`src/rtl/spi_word_rx.sv`:
```
// Serial-to-word receiver with readback shifter; din_word/lclk valid the cycle after the last bit edge.
// No backpressure: one word per WORD_W sclk edges, lclk pulses even when word_cnt saturates.
module spi_word_rx #(
  parameter int WORD_W    = 8,
  parameter bit MSB_FIRST = 1'b1,
  parameter int CNT_W     = 8
) (
  input  logic              sclk,
  input  logic              rst_n,
  input  logic              cs_n,
  input  logic              sdi,
  input  logic [WORD_W-1:0] tx_word,
  output logic              sdo,
  output logic [WORD_W-1:0] din_word,
  output logic              lclk,
  output logic [CNT_W-1:0]  word_cnt,
  output logic              frame_err,
  output logic              busy
);
  localparam int BW = $clog2(WORD_W);
  localparam logic [BW-1:0] LAST = BW'(WORD_W - 1);

  typedef enum logic {IDLE = 1'b0, SHIFT = 1'b1} state_e;

  state_e            state_q, state_d;
  logic [BW-1:0]     bit_cnt_q, bit_cnt_d;
  logic [WORD_W-2:0] rx_sh_q, rx_sh_d, rx_sh_next;
  logic [WORD_W-1:0] tx_sh_q, tx_sh_d, tx_shifted;
  logic [WORD_W-1:0] din_q, din_d, rx_word;
  logic              lclk_q, lclk_d;
  logic [CNT_W-1:0]  cnt_q, cnt_d;
  logic              err_q, err_d;
  logic              word_done;

  // Bit-order dependent views: the full word including the bit on sdi now, and the shifted registers.
  always_comb begin
    if (MSB_FIRST) begin
      rx_word    = {rx_sh_q, sdi};
      rx_sh_next = rx_word[WORD_W-2:0];
      tx_shifted = {tx_sh_q[WORD_W-2:0], 1'b0};
    end else begin
      rx_word    = {sdi, rx_sh_q};
      rx_sh_next = rx_word[WORD_W-1:1];
      tx_shifted = {1'b0, tx_sh_q[WORD_W-1:1]};
    end
  end

  assign word_done = (state_q == SHIFT) && !cs_n && (bit_cnt_q == LAST);

  always_ff @(posedge sclk or negedge rst_n) begin
    if (!rst_n) begin
      state_q <= IDLE;
    end else begin
      state_q <= state_d;
    end
  end

  always_comb begin
    state_d = state_q;
    if (state_q == IDLE) begin
      if (!cs_n) state_d = SHIFT;
    end else begin
      if (cs_n) state_d = IDLE;
    end
  end

  always_comb begin
    busy = (state_q == SHIFT);
    sdo  = !cs_n && (MSB_FIRST ? tx_sh_q[WORD_W-1] : tx_sh_q[0]);
  end

  always_comb begin
    bit_cnt_d = bit_cnt_q;
    rx_sh_d   = rx_sh_q;
    tx_sh_d   = tx_sh_q;
    din_d     = din_q;
    lclk_d    = 1'b0;
    cnt_d     = cnt_q;
    err_d     = err_q;
    if (cs_n) begin
      bit_cnt_d = '0;
      if (state_q == IDLE) begin
        tx_sh_d = tx_word;
      end else if (bit_cnt_q != '0) begin
        err_d = 1'b1;
      end
    end else begin
      rx_sh_d   = rx_sh_next;
      tx_sh_d   = tx_shifted;
      bit_cnt_d = bit_cnt_q + 1'b1;
      if (state_q == IDLE) begin
        cnt_d     = '0;
        err_d     = 1'b0;
        bit_cnt_d = BW'(1);
      end
      if (word_done) begin
        din_d     = rx_word;
        lclk_d    = 1'b1;
        bit_cnt_d = '0;
        tx_sh_d   = tx_word;
        if (cnt_q != '1) cnt_d = cnt_q + 1'b1;
      end
    end
  end

  always_ff @(posedge sclk or negedge rst_n) begin
    if (!rst_n) begin
      bit_cnt_q <= '0;
      rx_sh_q   <= '0;
      tx_sh_q   <= '0;
      din_q     <= '0;
      lclk_q    <= 1'b0;
      cnt_q     <= '0;
      err_q     <= 1'b0;
    end else begin
      bit_cnt_q <= bit_cnt_d;
      rx_sh_q   <= rx_sh_d;
      tx_sh_q   <= tx_sh_d;
      din_q     <= din_d;
      lclk_q    <= lclk_d;
      cnt_q     <= cnt_d;
      err_q     <= err_d;
    end
  end

  assign din_word  = din_q;
  assign lclk      = lclk_q;
  assign word_cnt  = cnt_q;
  assign frame_err = err_q;

endmodule
```
`config.mk`:
```
export PLATFORM = sky130hd
export DESIGN_NAME = spi_word_rx
export DESIGN_NICKNAME = d
export VERILOG_FILES = /design/src/rtl/spi_word_rx.sv
export SDC_FILE = /design/constraint.sdc
export NUM_CORES = 1
export LEC_CHECK = 0
export BUFFER_PORTS_ARGS = -buffer_cell sky130_fd_sc_hd__buf_2
export CORE_UTILIZATION = 55
export DETAILED_ROUTE_END_ITERATION = 16
export PLACE_DENSITY_LB_ADDON = 0.05
export SYNTH_ARGS = -nofsm -noshare
export SYNTH_HDL_FRONTEND = slang
export SYNTH_SLANG_ARGS = --single-unit
```
`constraint.sdc`:
```
create_clock -name sclk -period 2 [get_ports sclk]
set_clock_uncertainty 0.1 [all_clocks]
set_input_delay 0.2 -clock sclk [delete_from_list [all_inputs] [get_ports sclk]]
set_output_delay 0.2 -clock sclk [all_outputs]
set_load 0.01 [all_outputs]
```
== Yosys cells after proc, flatten, opt, wreduce, memory -nomap -nowiden ==
Cells that the tools add are included.

* Output and inout port bits: 20
* Register bits: 37
* Input port bits: 12
* Logic and storage cells: 40

* Reductions and logical operators: 7
* Multiplexer cells: 16
* Eq/ne operators: 6
* Bitwise logic cells: 1
* $add $sub $neg: 2

{| class="wikitable"
|+ Operators with widths
! cell !! number
|-
| 2-to-1 mux 8 bit || 6
|-
| 2-to-1 mux 3 bit || 3
|-
| adder 8 x 1 -> 8 bit (second input constant) || 1
|-
| inequality test 8 bit (second input constant) || 1
|-
| 2-to-1 mux 1 bit || 7
|-
| inequality test 2 x 1 -> 1 bit (second input constant) || 2
|-
| inequality test 2 bit (second input constant) || 2
|-
| adder 3 x 1 -> 3 bit (second input constant) || 1
|-
| == test 3 bit (second input constant) || 1
|-
| logical AND 1 bit || 3
|-
| AND reduction 3 bit || 1
|-
| nonzero test 3 bit || 1
|-
| AND reduction 2 bit || 1
|-
| zero test 1 bit || 1
|-
| NOT 1 bit || 1
|}

== Longest topological paths before layout ==
Gate-level depths: netlist (run 1).

* Word-level depth: 5
* Depth in mapped cells: 8
* Mapped depth without buffers: 6

== Worst setup path after synthesis (run 1) ==
OpenSTA, ideal clock, no wires.

* Path type: register -> register
* Start point: reg bit_cnt_q[0]
* End point: reg tx_sh_q[7]
* Stages on the path, launching flop included: 7
* Library setup time: 119 ps
* Arrival: 1455 ps
* Required time: 1781 ps
* Buffers on the path: 1
* Clock period less this slack: 1674 ps
* Setup slack: 326 ps
* Cells stage by stage: dfrtp_1 -> ha_1 -> ha_1 -> buf_6 -> nand2b_1 -> mux4_2 -> o21a_1

* Cells in the longest elaborated chain, start to end: 4

{| class="wikitable"
|+ Ends and longest elaborated chain
! element !! RTL line !! text
|-
| start, declared || 26 || <nowiki>logic [BW-1:0] bit_cnt_q, bit_cnt_d;</nowiki>
|-
| start signal, assigned || 116 || <nowiki>bit_cnt_q <= bit_cnt_d;</nowiki>
|-
| == test 3 bit || 48 || <nowiki>assign word_done = (state_q == SHIFT) && !cs_n && (bit_cnt_q == LAST);</nowiki>
|-
| logical AND 1 bit || 48 ||
|-
| 2-to-1 mux 8 bit || 96 || <nowiki>if (word_done) begin</nowiki>
|-
| 2-to-1 mux 8 bit || 80 || <nowiki>if (cs_n) begin</nowiki>
|-
| end signal, assigned || 118 || <nowiki>tx_sh_q <= tx_sh_d;</nowiki>
|-
| end, declared || 28 || <nowiki>logic [WORD_W-1:0] tx_sh_q, tx_sh_d, tx_shifted;</nowiki>
|}

Every way passes these cells.
A chain may end at the register's enable or synchronous reset.

== Final worst setup path (run 1) ==
* Start point: reg bit_cnt_q[0]
* End point: reg tx_sh_q[3]

The elaborated chain is that of the path after synthesis.

==> flow_summary.rst, run 1 <==
.. list-table::
   :header-rows: 1

   * - Metric
     - Value
   * - Worst Path Class, Setup
     - flop to flop
   * - Max Clock Freq
     - 0.5465 GHz
   * - Data required time at the worst endpoint
     - between 2 and 2.5 ns
   * - Pin count of the biggest net entering global routing
     - 38
   * - Root Buffer Master
     - sky130_fd_sc_hd__clkbuf_4
   * - Number of vias after detailed routing
     - around 1400
   * - Slowest stage cell on the critical path
     - sky130_fd_sc_hd__mux4_2
   * - Number of buffers created by CTS
     - 5
   * - Number of global-route vias before repair
     - 1371
   * - Area overhead of the layout relative to synthesis
     - 15.56%
   * - Share of the clock period used by the worst path after layout
     - 0.9150
   * - ANT cells
     - 0
   * - Final wirelength
     - 3857 um
   * - Clock tree from TritonCTS
     - yes
   * - Longest Clk Path Bufs
     - 2
   * - Buffers added on ports
     - 31
   * - Post-synthesis sequential area ratio
     - 0.4878
   * - Result of the run
     - finished, final reports clean
   * - CP endpoint kind
     - flop
   * - Number of enable flip-flop cells after synthesis
     - 0
   * - DPL Wire Length
     - around 2700 um
   * - Final Critical Period
     - 1.830 ns
   * - Count of endpoints failing hold in the final timing report
     - 0
   * - Number of max-cap violations
     - 0
   * - Clock insertion delay at the later pin of the skew report
     - 0.34 ns
   * - Routed Antenna Nets
     - 0
   * - Sum of negative setup slack
     - 0 ns
   * - Critical Path Start Type
     - flop
   * - Clock Pin Slew Worst Setup and Hold Paths
     - 0.12 ns
   * - Critical path cell sequence
     - ha_1, ha_2, nand2b_1, mux4_2, o21a_1
   * - Max-slew headroom
     - 0.4578
   * - Synth unique cells
     - 41
   * - Delay of the slowest critical-path stage
     - 0.47 ns
   * - Area of the core region
     - 3153 um^2
   * - Initial drt markers
     - about 110
   * - Die width
     - about 61 um
   * - Wire length of the first global-routing pass
     - between 6000 and 7000 um
   * - Post-place instance area
     - roughly 2100 um^2
   * - Highest fanout seen on the critical path
     - 14
   * - Starting density of the core
     - 0.6020
   * - Post-Syn Area per Cell
     - 11.57 um^2
   * - Synth async-reset ratio
     - 1.000
   * - Dominant register cell in the synthesized netlist
     - sky130_fd_sc_hd__dfrtp_1
   * - Cell family contributing the most delay on the critical path
     - adder cells
   * - Post-detailed-route via-to-cell ratio
     - 5.702
   * - Non-Filler Cell Area, Final
     - approximately 2200 um^2
   * - Measured slew at the worst slew-check pin
     - 0.8134 ns
   * - Number of standard cells after synthesis
     - roughly 160
   * - Total leakage power
     - 1.095 nW
   * - Data arrival at the endpoint of the critical path
     - a little under 2 ns
   * - Total nets after synthesis
     - 180
   * - Overall Global Routing Usage
     - 0.2348
   * - Clock sink total
     - 37
   * - Buffers & Inverters on Critical Path
     - 0
   * - Overall die area
     - between 3000 and 4000 um^2
   * - 1st-pass router iterations
     - 4
   * - Post-CTS setup repair buffer count
     - 0
   * - Number of I/O pins
     - 32
   * - Antenna violations before repair
     - 0
   * - Die Span Y
     - 60.75 um
   * - Remaining design rule violation count
     - 0
   * - Classification of the worst-slack hold path
     - primary input to flop
   * - # fillers
     - 247
   * - Final Slew Violations
     - 0
   * - Flops & latches, synth
     - 37
   * - GRT overflow
     - 0
   * - Total number of nets in the final design
     - 216
   * - Setup repair after global routing missed its margin
     - no
   * - Synth Cell Area
     - 1898 um^2
   * - Ratio of cells with drive above 1 in the final layout
     - 0.3284
   * - Number of H-tree levels
     - 2
   * - Power per cell area
     - 735.1 nW/um^2
   * - Setup-failing EPs final
     - 0
   * - Global placer's final weighted congestion
     - about 0.79
   * - Maximum resistive drop on vdd
     - roughly 0.53 mV
   * - Number of warnings printed during yosys synthesis
     - 0
   * - Cell row count
     - 20
   * - Routed length per placed instance
     - 15.74 um
## final timing paths
kind	end	cells after the start	slack [ns]	startpoint
min	tx_sh_q[2]	3	0.20	tx_word[2]
min reg2reg	din_word[7]	2	0.39	rx_sh_q[6]
max	tx_sh_q[3]	5	0.17	bit_cnt_q[0]
min in group asynchronous	word_cnt[5]	2	0.38	rst_n
max reg2reg	tx_sh_q[3]	5	0.17	bit_cnt_q[0]
max in group asynchronous	din_word[5]	2	0.91	rst_n
## routing by layer
layer / vias to the layer above / share of wire / global-route usage
met5: - / 0 / 0
met4: 0 / 0.0049 / 0.07792
met3: 2 / 0.039 / 0.06823
met2: 42 / 0.52 / 0.4129
met1: 693 / 0.44 / 0.2758
li1: 660 / - / -
## Yosys cell counts, drive strengths merged, types with 3 or more instances
cell type,instances,share of area
and3,6,0.020
buf,9,0.034
dfrtp,37,0.49
ha,4,0.026
inv,5,0.0099
mux2,7,0.042
mux2i,4,0.021
mux4,7,0.083
nand2,30,0.059
nand2b,10,0.033
nor2,3,0.0059
o211ai,3,0.012
o21a,8,0.032
o21ai,4,0.011
## area by class of cell
cell class	instances	area, um^2	area share
Sequential cell	37	925.9	0.4221
Multi-Input combinational cell	112	887.1	0.4045
Timing Repair Buffer	39	222.7	0.1015
Tap cell	44	55.05	0.02510
Clock inverter	3	46.29	0.02111
Clock buffer	5	37.54	0.01711
Inverter	5	18.77	0.008557
## per-stage QoR
stage / hold WS [ns] / setup slack [ns] / std cells / total power [mW] / util
floorplan: -0.1956 / 0.3263 / 164 / 1.021 / -
global placement: 0.2266 / 0.1634 / 234 / 1.079 / 0.6587
detailed placement: 0.2415 / 0.02435 / 234 / 1.096 / 0.6587
CTS: 0.1850 / 0.1629 / 245 / 1.631 / 0.6956
global route: 0.1866 / 0.07896 / 245 / 1.696 / 0.6956
finish: 0.1999 / 0.1700 / 245 / 1.612 / 0.6956
## cell usage in the layout, fill, tap and decap left out, drive strengths merged, types with 3 or more instances in the layout
cell type,n
dfrtp,37
buf,36
nand2,30
nand2b,10
o21a,8
mux2,7
mux4,7
and3,6
clkbuf,5
inv,5
mux2i,4
o21ai,4
ha,4
nor2,3
o211ai,3
dlygate4sd3,3
## cell families (layout without fill, tap and decap cells)
| logic type | Yosys count | after routing | synth area share |
|---|---|---|---|
| compound gates | 26 | 26 | 0.1134 |
| mux | 18 | 18 | 0.1457 |
| fa+ha+maj | 4 | 4 | 0.02637 |
| buf+inv | 15 | 52 | 0.04614 |
| flops | 37 | 37 | 0.4878 |
| simple gates | 64 | 64 | 0.1806 |
## state kept, by name (all words and copies together) (netlist names)
name / cells
bit_cnt_q: 3
word_cnt: 8
frame_err: 1
busy: 1
rx_sh_q: 7
tx_sh_q: 8
din_word: 8
lclk: 1
## power breakdown
group / total, mW / internal (mW) / switching, mW / leakage (nW)
registers: 0.881 / 0.819 / 0.0624 / 0.481
clock network: 0.529 / 0.265 / 0.264 / 0.0414
logic: 0.202 / 0.117 / 0.0858 / 0.573
## repair_timing
| action | in CTS | in global routing |
|---|---|---|
| resized for setup | 1 | 0 |
| setup endpoints to repair | 1 | 0 |
| endpoints found under the hold margin | 40 | 0 |
| hold buffers | 3 | 0 |
## worst reg2reg max path: stages, from the launching register on
cell and delay [ns]:
sky130_fd_sc_hd__dfrtp_1 0.39, sky130_fd_sc_hd__ha_1 0.18, sky130_fd_sc_hd__ha_2 0.37, sky130_fd_sc_hd__nand2b_1 0.10
sky130_fd_sc_hd__mux4_2 0.47, sky130_fd_sc_hd__o21a_1 0.12
Note: power is estimated with default switching activity, not from simulation.
==> run 2: changes to the inputs <==
Settings changed: CORE_UTILIZATION 55 to 35.
==> run 2 against run 1 <==
  * Register-to-register slack improved by 0.02 ns
  * Wire length rose by 5.7%
  * Sequential cell count did not move
  * Non-clock buffer count did not move
  * Count of clock-buffer cells in the layout rose by 1
  * Final cell count rose by 11%
  * Die area rose by 55%
  * Worst setup slack improved by 0.019 ns
  * Critical path type unchanged
  * Critical endpoint is now word_cnt[7]
==> flow_summary.rst, run 2 (same netlist as run 1, synthesis figures left out) <==
.. list-table::
   :header-rows: 1

   * - Metric
     - Value
   * - Share of the clock period used by the worst path after layout
     - 0.9053
   * - Crit path setup slack, layout
     - between 0.15 and 0.2 ns
   * - Ratio of cells with drive above 1 in the final layout
     - 0.3333
   * - Longest Clk Path Bufs
     - 2
   * - Combinational power share
     - 0.126
   * - Setup repair after global routing missed its margin
     - no
   * - Data arrival at the endpoint of the critical path
     - between 1.5 and 2 ns
   * - Minimum setup slack among reg-to-reg paths
     - 0.19 ns
   * - GRT overflow
     - 0
   * - Final wirelength
     - 4078 um
   * - Global placer's final weighted congestion
     - between 0.7 and 0.8
   * - DPL Wire Length
     - 2916 um
   * - Setup-failing EPs final
     - 0
   * - Result of the run
     - finished, final reports clean
   * - Clock tree from TritonCTS
     - yes
   * - Data required time at the worst endpoint
     - 2.09 ns
   * - Starting density of the core
     - 0.3670
   * - Total number of nets in the final design
     - ~220
   * - Number of H-tree levels
     - 2
   * - Net switching power
     - 415.6 uW
   * - Highest fanout seen on the critical path
     - 14
   * - Clock Pin Slew Worst Setup and Hold Paths
     - approximately 0.07 ns
   * - Post-place instance area
     - approximately 2100 um^2
   * - Measured slew at the worst slew-check pin
     - around 0.39 ns
   * - Routed length per placed instance
     - 15.05 um
   * - Max-slew headroom
     - 0.7394
   * - Number of I/O pins
     - 32
   * - Number of vias after detailed routing
     - 1411
   * - Area overhead of the layout relative to synthesis
     - 16.94%
   * - Number of max-cap violations
     - 0
   * - Post-detailed-route via-to-cell ratio
     - between 5 and 6
   * - ANT cells
     - 0
   * - Routed Antenna Nets
     - 0
   * - Most common library cell in the layout ignoring fill and taps
     - sky130_fd_sc_hd__dfrtp_1
   * - Clock sink total
     - 37
   * - Final Slew Violations
     - 0
   * - Overall Global Routing Usage
     - 0.1560
   * - Worst slack after detailed placement
     - -0.003033 ns
   * - Antenna violations before repair
     - 0
   * - Pin count of the biggest net entering global routing
     - 19
   * - Initial drt markers
     - 94
   * - Share of total power in sequential cells
     - 0.555
   * - Post-CTS setup repair buffer count
     - 0
   * - Maximum resistive drop on vdd
     - 0.4248 mV
   * - Overall die area
     - 5721 um^2
   * - Fraction of power consumed by the clock network
     - 0.319
   * - Number of buffers created by CTS
     - 5
   * - Number of cells after detailed placement
     - approximately 260
   * - Most used cells in the layout excluding fill and tap cells
     - 37 x sky130_fd_sc_hd__dfrtp_1, 31 x sky130_fd_sc_hd__buf_2, 30 x sky130_fd_sc_hd__nand2_1, 10 x sky130_fd_sc_hd__nand2b_1, 8 x sky130_fd_sc_hd__o21a_1
   * - Worst Path Class, Setup
     - flop to flop
   * - Count of endpoints failing hold in the final timing report
     - 0
   * - Number of global-route vias before repair
     - 1352
   * - Power per cell area
     - 717.9 nW/um^2
   * - Classification of the worst-slack hold path
     - primary input to flop
   * - Remaining design rule violation count
     - 0
   * - Clock insertion delay at the later pin of the skew report
     - 0.29 ns
   * - Pint
     - 1.178 mW
   * - Finished Layout Cells
     - 271
   * - Root Buffer Master
     - sky130_fd_sc_hd__clkbuf_8
   * - Switching portion of total power
     - 0.2608
   * - Cell row count
     - 26
   * - Area of the core region
     - 5172 um^2
   * - Critical Path Start Type
     - flop
   * - Non-Filler Cell Area, Final
     - 2220 um^2
   * - Die Span Y
     - ~76 um
   * - Max Clock Freq
     - 0.5523 GHz
   * - Total leakage power
     - around 1.1 nW
   * - CP endpoint kind
     - flop
   * - Buffers added on ports
     - 31
   * - Wire length of the first global-routing pass
     - 6527 um
   * - Final Critical Period
     - 1.811 ns
   * - Die width
     - 75.64 um
   * - 1st-pass router iterations
     - 4
-- run 2: final timing paths --
check,startpoint,cells past startpoint,endpoint
min reg2reg,din_word[5],2,din_word[5]
max,bit_cnt_q[0],5,word_cnt[7]
min in group asynchronous,rst_n,2,word_cnt[5]
max reg2reg,bit_cnt_q[0],5,word_cnt[7]
max in group asynchronous,rst_n,3,frame_err
min,sdi,3,din_word[0]
-- run 2: power by group through the flow --
stage | registers [mW] | clock network, mW | logic [mW]
6_report | 0.884 | 0.508 | 0.201
5_1_grt | 0.894 | 0.564 | 0.219
4_1_cts | 0.885 | 0.529 | 0.205
3_5_place_dp | 0.898 | 0 | 0.203
3_3_place_gp | 0.894 | 0 | 0.195
2_1_floorplan | 0.878 | 0 | 0.143
-- run 2: area by class of cell --
type / instances / area (um^2)
fillers: 483 / 2953
flip-flops and latches: 37 / 925.9
multi-input cells: 112 / 887.1
repair buffers: 39 / 217.7
well taps: 70 / 87.58
clock buffers: 6 / 72.57
inverters: 5 / 18.77
clock inverters: 2 / 10.01
-- run 2: routing by layer --
| metal | GRT usage | routed length, um | vias up |
|---|---|---|---|
| met5 | 0 | 0 | - |
| met1 | 0.1973 | 1815 | 721 |
| met2 | 0.2569 | 2062 | 23 |
| met3 | 0.04365 | 164 | 5 |
| li1 | - | - | 662 |
| met4 | 0.05556 | 36 | 0 |
-- run 2: timing repair --
| action | 4_1_cts | 5_1_grt |
|---|---|---|
| hold buffers | 1 | 0 |
| endpoints found under the setup margin | 2 | 0 |
| hold endpoints to repair | 14 | 0 |
| gates resized for setup | 1 | 0 |
-- run 2: worst max-delay path: stages, from the launching register on --
cell and delay [ns]:
sky130_fd_sc_hd__dfrtp_1 0.39, sky130_fd_sc_hd__ha_1 0.17, sky130_fd_sc_hd__ha_2 0.37, sky130_fd_sc_hd__and4b_4 0.32, sky130_fd_sc_hd__a41oi_2 0.12, sky130_fd_sc_hd__a311oi_2 0.25
-- run 2: stage by stage --
| step | hold WS [ns] | power [mW] | TNS [ns] | util |
|---|---|---|---|---|
| global placement | 0.02968 | 1.088 | 0 | 0.4107 |
| finish | 0.03511 | 1.593 | 0 | 0.4291 |
| detailed placement | 0.03576 | 1.101 | -0.003297 | 0.4107 |
| CTS | 0.02983 | 1.619 | 0 | 0.4291 |
| global route | 0.03662 | 1.678 | 0 | 0.4291 |
| floorplan | -0.1956 | 1.021 | 0 | - |
